[src/rtl/fib_req_ctrl.sv]
// Valid/ready request/response front-end for the fib core: one request in flight,
// launches the core with a single go pulse, captures result/overflow or reports a timeout.
module fib_req_ctrl #(
  parameter int INPUT_WIDTH    = 6,
  parameter int OUTPUT_WIDTH   = 32,
  parameter int TIMEOUT_CYCLES = 512
) (
  input  logic                    clk,
  input  logic                    rst,
  input  logic                    req_valid,
  output logic                    req_ready,
  input  logic [INPUT_WIDTH-1:0]  req_n,
  output logic                    fib_go,
  output logic [INPUT_WIDTH-1:0]  fib_n,
  input  logic [OUTPUT_WIDTH-1:0] fib_result,
  input  logic                    fib_overflow,
  input  logic                    fib_done,
  output logic                    rsp_valid,
  input  logic                    rsp_ready,
  output logic [INPUT_WIDTH-1:0]  rsp_n,
  output logic [OUTPUT_WIDTH-1:0] rsp_result,
  output logic                    rsp_overflow,
  output logic                    rsp_timeout
);
  localparam int TW = (TIMEOUT_CYCLES > 1) ? $clog2(TIMEOUT_CYCLES) : 1;
  localparam logic [TW-1:0] TMO_LAST = TW'(TIMEOUT_CYCLES - 1);

  typedef enum logic [2:0] {IDLE, LAUNCH, WAIT_CLEAR, WAIT_DONE, RESPOND} state_t;

  state_t                  state_q, state_d;
  logic [INPUT_WIDTH-1:0]  n_q, n_d;
  logic [TW-1:0]           tmo_q, tmo_d;
  logic                    go_q, go_d;
  logic                    req_ready_q, req_ready_d;
  logic                    rsp_valid_q, rsp_valid_d;
  logic [INPUT_WIDTH-1:0]  rsp_n_q, rsp_n_d;
  logic [OUTPUT_WIDTH-1:0] rsp_result_q, rsp_result_d;
  logic                    rsp_overflow_q, rsp_overflow_d;
  logic                    rsp_timeout_q, rsp_timeout_d;

  always_comb begin
    state_d        = state_q;
    n_d            = n_q;
    tmo_d          = tmo_q;
    go_d           = 1'b0;
    req_ready_d    = req_ready_q;
    rsp_valid_d    = rsp_valid_q;
    rsp_n_d        = rsp_n_q;
    rsp_result_d   = rsp_result_q;
    rsp_overflow_d = rsp_overflow_q;
    rsp_timeout_d  = rsp_timeout_q;
    case (state_q)
      IDLE: begin
        if (req_valid) begin
          n_d         = req_n;
          go_d        = 1'b1;
          req_ready_d = 1'b0;
          state_d     = LAUNCH;
        end
      end
      LAUNCH: begin
        tmo_d   = '0;
        state_d = WAIT_CLEAR;
      end
      WAIT_CLEAR, WAIT_DONE: begin
        if (tmo_q != TMO_LAST) tmo_d = tmo_q + TW'(1);
        // A done from the previous run is still visible in WAIT_CLEAR, so only
        // WAIT_DONE may capture; done on the expiry cycle beats the timeout.
        if (state_q == WAIT_DONE && fib_done) begin
          rsp_result_d   = fib_result;
          rsp_overflow_d = fib_overflow;
          rsp_n_d        = n_q;
          rsp_timeout_d  = 1'b0;
          rsp_valid_d    = 1'b1;
          state_d        = RESPOND;
        end else if (tmo_q == TMO_LAST) begin
          rsp_result_d   = '0;
          rsp_overflow_d = fib_overflow;
          rsp_n_d        = n_q;
          rsp_timeout_d  = 1'b1;
          rsp_valid_d    = 1'b1;
          state_d        = RESPOND;
        end else if (state_q == WAIT_CLEAR && !fib_done) begin
          state_d = WAIT_DONE;
        end
      end
      RESPOND: begin
        if (rsp_ready) begin
          rsp_valid_d = 1'b0;
          req_ready_d = 1'b1;
          state_d     = IDLE;
        end
      end
      default: begin
        rsp_valid_d = 1'b0;
        req_ready_d = 1'b1;
        state_d     = IDLE;
      end
    endcase
  end

  always_ff @(posedge clk or posedge rst) begin
    if (rst) begin
      state_q        <= IDLE;
      n_q            <= '0;
      tmo_q          <= '0;
      go_q           <= 1'b0;
      req_ready_q    <= 1'b1;
      rsp_valid_q    <= 1'b0;
      rsp_n_q        <= '0;
      rsp_result_q   <= '0;
      rsp_overflow_q <= 1'b0;
      rsp_timeout_q  <= 1'b0;
    end else begin
      state_q        <= state_d;
      n_q            <= n_d;
      tmo_q          <= tmo_d;
      go_q           <= go_d;
      req_ready_q    <= req_ready_d;
      rsp_valid_q    <= rsp_valid_d;
      rsp_n_q        <= rsp_n_d;
      rsp_result_q   <= rsp_result_d;
      rsp_overflow_q <= rsp_overflow_d;
      rsp_timeout_q  <= rsp_timeout_d;
    end
  end

  assign req_ready    = req_ready_q;
  assign fib_go       = go_q;
  assign fib_n        = n_q;
  assign rsp_valid    = rsp_valid_q;
  assign rsp_n        = rsp_n_q;
  assign rsp_result   = rsp_result_q;
  assign rsp_overflow = rsp_overflow_q;
  assign rsp_timeout  = rsp_timeout_q;

endmodule

[config.mk]
export PLATFORM = sky130hd
export DESIGN_NAME = fib_req_ctrl
export DESIGN_NICKNAME = d
export VERILOG_FILES = /design/src/rtl/fib_req_ctrl.sv
export SDC_FILE = /design/constraint.sdc
export NUM_CORES = 1
export LEC_CHECK = 0
export BUFFER_PORTS_ARGS = -buffer_cell sky130_fd_sc_hd__buf_4
export CORE_MARGIN = 3
export CORE_UTILIZATION = 47
export DETAILED_ROUTE_END_ITERATION = 16
export PLACE_DENSITY = 0.76
export SETUP_SLACK_MARGIN = 0.2
export SLEW_MARGIN = 10
export SYNTH_ARGS = -nofsm -noshare
export SYNTH_HDL_FRONTEND = slang
export SYNTH_SLANG_ARGS = --single-unit
[constraint.sdc]
create_clock -name clk -period 3.35 [get_ports clk]
set_input_delay 0.5025 -clock clk [delete_from_list [all_inputs] [get_ports clk]]
set_output_delay 0.5025 -clock clk [all_outputs]
set_load 0.03 [all_outputs]
== Word-level counts from Yosys, hierarchy flattened ==
Index checks and enable logic that the tools add are counted.
Operators by class
  $add $sub $neg: 1
  multiplexer cells: 24
  reductions and logical operators: 15
  bitwise operators: 2
  equal/unequal tests: 11
Operators by type and width (number)
  2-to-1 mux 32 bit: 2
  case mux 9 bit (2 select lines): 1
  2-to-1 mux 3 bit: 5
  2-to-1 mux 6 bit: 2
  case mux 3 bit (4 select lines): 1
  2-to-1 mux 1 bit: 10
  adder 9 x 1 -> 9 bit, second input constant: 1
  equality test 9 bit, second input constant: 1
  2-to-1 mux 9 bit: 1
  inequality test 9 bit, second input constant: 1
  AND reduction 3 bit: 3
  equality test 3 x 2 -> 1 bit, second input constant: 2
  inequality test 2 bit, second input constant: 3
  case mux 1 bit (3 select lines): 2
  AND reduction 2 bit: 3
  inequality test 4 bit, second input constant: 1
  nonzero test 2 bit: 2
  OR reduction 2 bit: 2
  equality test 3 x 1 -> 1 bit, second input constant: 1
  equality test 3 bit, second input constant: 1
  logical NOT 3 bit: 1
  inequality test 3 bit, second input constant: 1
  OR reduction 3 bit: 1
  logical AND 1 bit: 2
  other kinds (2): 3
Word-level totals
  logic and storage cells: 63
  register bits after elaboration: 61
  input port bits: 44
  output and inout bits: 49

== Longest topological paths before layout ==
  depth in word-level cells: 6
  gate-level depth with buffers: 8
  gate-level depth less buffers: 7

== Least setup slack after synthesis ==
No wires, ideal clock.
  path kind: register to register
  start: register tmo_q[0]
  end: register tmo_q[7]
  arrival: 2.111 ns
  cell stages (with the launch flop): 9
  slack: 1.161 ns
  library setup time: 0.078 ns
  required time: 3.272 ns
  clock period less this slack: 2.189 ns
  cells stage by stage: dfrtp_1 > ha_1 > nand2_1 > nor3_1 > ha_1 > or3b_1 > clkbuf_2 > or4_1 > a21oi_1
On the way
  word-level cells in the longest chain between the ends: 3
Ends and longest elaborated chain
  start: declaration: RTL line 32  | logic [TW-1:0] tmo_q, tmo_d;
  start signal: assignment: RTL line 117  | tmo_q <= tmo_d;
  adder 9 x 1 -> 9 bit or inequality test 9 bit (tied branches): RTL line 66  | if (tmo_q != TMO_LAST) tmo_d = tmo_q + TW'(1);
  2-to-1 mux 9 bit or inequality test 2 bit (tied branches)
  case mux 9 bit (2 select lines) or AND reduction 2 bit (tied branches)
Parallel ways exist; a longest one is shown, timed or not. The select of a mux whose other input is x is not followed.
A chain may end at the register's enable or synchronous reset.

== Worst setup path in the final report ==
Same ends and word-level chain as after synthesis.

==> impl_metrics.env <==
export IMPL_firstDrtPassIters=6
export IMPL_coreArea_um2=4820
export IMPL_rsz0062_at_grt="false"
export IMPL_crit_buf_inv=0
export IMPL_drtIter0Drc=138
export IMPL_setup_tns_ns=0
export IMPL_synth_simple_area_share_pct=7.10
export IMPL_instances_no_fill=344
export IMPL_cp_slowest_cell="or4_1"
export IMPL_fin_ws_ns=1.03
export IMPL_h_tree_depth=3
export IMPL_crit_family="simple AND/OR/NAND/NOR gates"
export IMPL_clk_pin_slew_ns=0.07
export IMPL_synth_compound_area_share_pct=17.5
export IMPL_holdWs_ns=0.242
export IMPL_crit_chain="ha_1 -> nand2_1 -> nor3_1 -> ha_1 -> or3b_1 -> or4_1 -> a21oi_1"
export IMPL_num_rows=25
export IMPL_pwr_share_clk_pct=18.0
export IMPL_die_w_um=77.2
export IMPL_grt_max_degree=34
export IMPL_die_area_um2=5950
export IMPL_cts_made_buffers=9
export IMPL_p_int_w=0.00214
export IMPL_die_h_um=77.2
export IMPL_wl_per_cell_um=15.7
export IMPL_min_period_ns=2.32
export IMPL_reg2reg_from="tmo_q[0]"
export IMPL_final_cell_mix="buf_4, dfrtp_1, a22o_1"
export IMPL_irDropWorstVdd_mv=0.696
export IMPL_critPathKind="register to register"
export IMPL_synth_cells=177
export IMPL_final_area_um2=3330
export IMPL_gp_congestion=0.780
export IMPL_hold_buffers=0
export IMPL_skew_ns=0.00858
export IMPL_drc=0
export IMPL_place_ws_ns=1.04
export IMPL_synth_area_um2=2380
export IMPL_outcome="complete, no violations"
export IMPL_clkLatencyLatePin_ns=0.33
export IMPL_rrSetupSlack_ns=1.03
export IMPL_hp_class="input pin to async pin"
export IMPL_grt_ovfl_total=0
export IMPL_yosys_top_cells_area="dfrtp_1, a22o_1, mux2_2, a21oi_1, clkbuf_1"
export IMPL_clock_sinks=61
export IMPL_cp_arrival_ns=2.57
export IMPL_synth_nets=223
export IMPL_track_usage_pct=19.3
export IMPL_max_slew_margin_pct=23.0
export IMPL_synth_mux_area_share_pct=7.47
export IMPL_clk_path_buf_depth=2
export IMPL_synth_top_family_by_area="compound AO/OA/AOI/OAI gates"
export IMPL_synth_async_reset_ratio_pct=100
export IMPL_num_vias=1800
export IMPL_switchingPower_w=0.00146
export IMPL_fin_nets=318
export IMPL_pwr_share_comb_pct=46.2
export IMPL_worstSetupStartpointType="register"
export IMPL_r2r_cells=7
export IMPL_maxCapViolCount=0
export IMPL_post_route_period_util_pct=69.1
export IMPL_rr_endpoint="tmo_q[7]"
export IMPL_p_leak_nw=1.62
export IMPL_area_growth_pct=39.8
export IMPL_power_density_nw_per_um2=1080
export IMPL_required_ns=3.60
export IMPL_cp_end_kind="register"
export IMPL_dpl_hpwl_um=3830
export IMPL_switching_share_pct=40.6
export IMPL_final_common_cell="buf_4"
export IMPL_grt_pass1_vias=1855
export IMPL_path_depth=7
export IMPL_grt_pass1_wl_um=9000
export IMPL_yosysUniqueCellTypes=31
export IMPL_synth_top_area_share_pct=63.1
export IMPL_drv_slew=0
export IMPL_synthXorXnorAreaFrac_pct=0
export IMPL_critPathMaxStageDelay_ns=0.53
export IMPL_pwr_share_seq_pct=35.8
export IMPL_finalSetupViolations=0
export IMPL_ys_seq_elements=61
export IMPL_placed_area_um2=3130
export IMPL_synthFlopType="dfrtp_1"
export IMPL_post_cts_resized=0
export IMPL_cts_setup_buffers=0
export IMPL_routed_via_density=5.23
export IMPL_seq_area_frac_synth_pct=64.2
export IMPL_synth_largest_area_cell="dfrtp_1"
export IMPL_worstMarginPinSlew_ns=1.15
export IMPL_yosysWarningCount=0
export IMPL_hold_viol_final=0
export IMPL_initial_core_util_pct=49.4
export IMPL_drt_antenna_violating_nets=0
export IMPL_fmax_mhz=432
export IMPL_path_common_cell="ha_1"
export IMPL_place_port_buffers=92
export IMPL_layout_drive_gt1_share_pct=47.7
export IMPL_crit_fanout=8
export IMPL_drt_wl_total_um=5400
export IMPL_antenna_found_initial=0
export IMPL_antenna_cells=0
export IMPL_cts_tree="yes"
export IMPL_synth_area_per_cell_um2=13.4
export IMPL_cts_root_buffer="clkbuf_8"
export IMPL_synthAdderAreaFrac_pct=1.05
export IMPL_ios=93
export IMPL_synth_edf_count=0
export IMPL_dp_cells=328
power by group through the flow:
stage	sequential (W)	combinational, W	clock [W]
2_1_floorplan	0.00180	0.000552	0
3_3_place_gp	0.00129	0.00165	0
3_5_place_dp	0.00129	0.00169	0
4_1_cts	0.00129	0.00168	0.000662
5_1_grt	0.00134	0.00176	0.000696
6_report	0.00129	0.00166	0.000647
worst max path at each step:
stage                     slack (ns)      from       end
after floorplan                 1.16  tmo_q[0]  tmo_q[7]
after global placement          1.10  tmo_q[0]  tmo_q[7]
after detailed placement        1.04  tmo_q[0]  tmo_q[7]
after CTS                       1.04  tmo_q[0]  tmo_q[7]
after global routing            0.85  tmo_q[0]  tmo_q[7]
final                           1.03  tmo_q[0]  tmo_q[7]
kinds of logic after synthesis:
logic type / Yosys count
compound gates: 53
buf+inv: 15
flops: 61
simple gates: 30
mux: 16
fa+ha+maj: 2
synth_stat cells (all sizes together), types with 2 or more instances:
| cell | n |
|---|---|
| dfrtp | 60 |
| a22o | 37 |
| mux2 | 14 |
| clkbuf | 10 |
| nand2 | 8 |
| a21oi | 7 |
| o21ai | 5 |
| inv | 4 |
| nor2 | 4 |
| nand3 | 3 |
| nor3 | 3 |
| or3 | 3 |
| or3b | 3 |
| ha | 2 |
| mux2i | 2 |
state kept, by name, indices dropped and copies added (netlist names):
signal        flops
req_ready         1
rsp_n             6
rsp_valid         1
rsp_overflow      1
tmo_q             9
rsp_timeout       1
fib_go            1
rsp_result       32
fib_n             6
state_q           3
layer usage:
layer / GRT usage [%] / vias up / part of all wire, %
met5: 0 / - / 0
met4: 9.79 / 0 / 2.7
met3: 5.40 / 13 / 5.8
met2: 29.2 / 60 / 48
met1: 25.3 / 873 / 43
li1: - / 854 / -
cell type report:
cell class,count,area [µm²]
flip-flops and latches,61,1530
inverters,4,15.0
repair buffers,95,713
clock buffers,10,138
fillers,384,1490
clock inverters,6,62.6
multi-input cells,101,787
well taps,67,83.8
stage by stage:
| step | util, % | total power (W) |
|---|---|---|
| 5_1_grt | 69.1 | 0.00380 |
| 6_report | 69.1 | 0.00360 |
| 2_1_floorplan | - | 0.00235 |
| 3_5_place_dp | 64.9 | 0.00298 |
| 3_3_place_gp | 64.9 | 0.00294 |
| 4_1_cts | 69.1 | 0.00363 |
(Power assumes the default switching activity.)
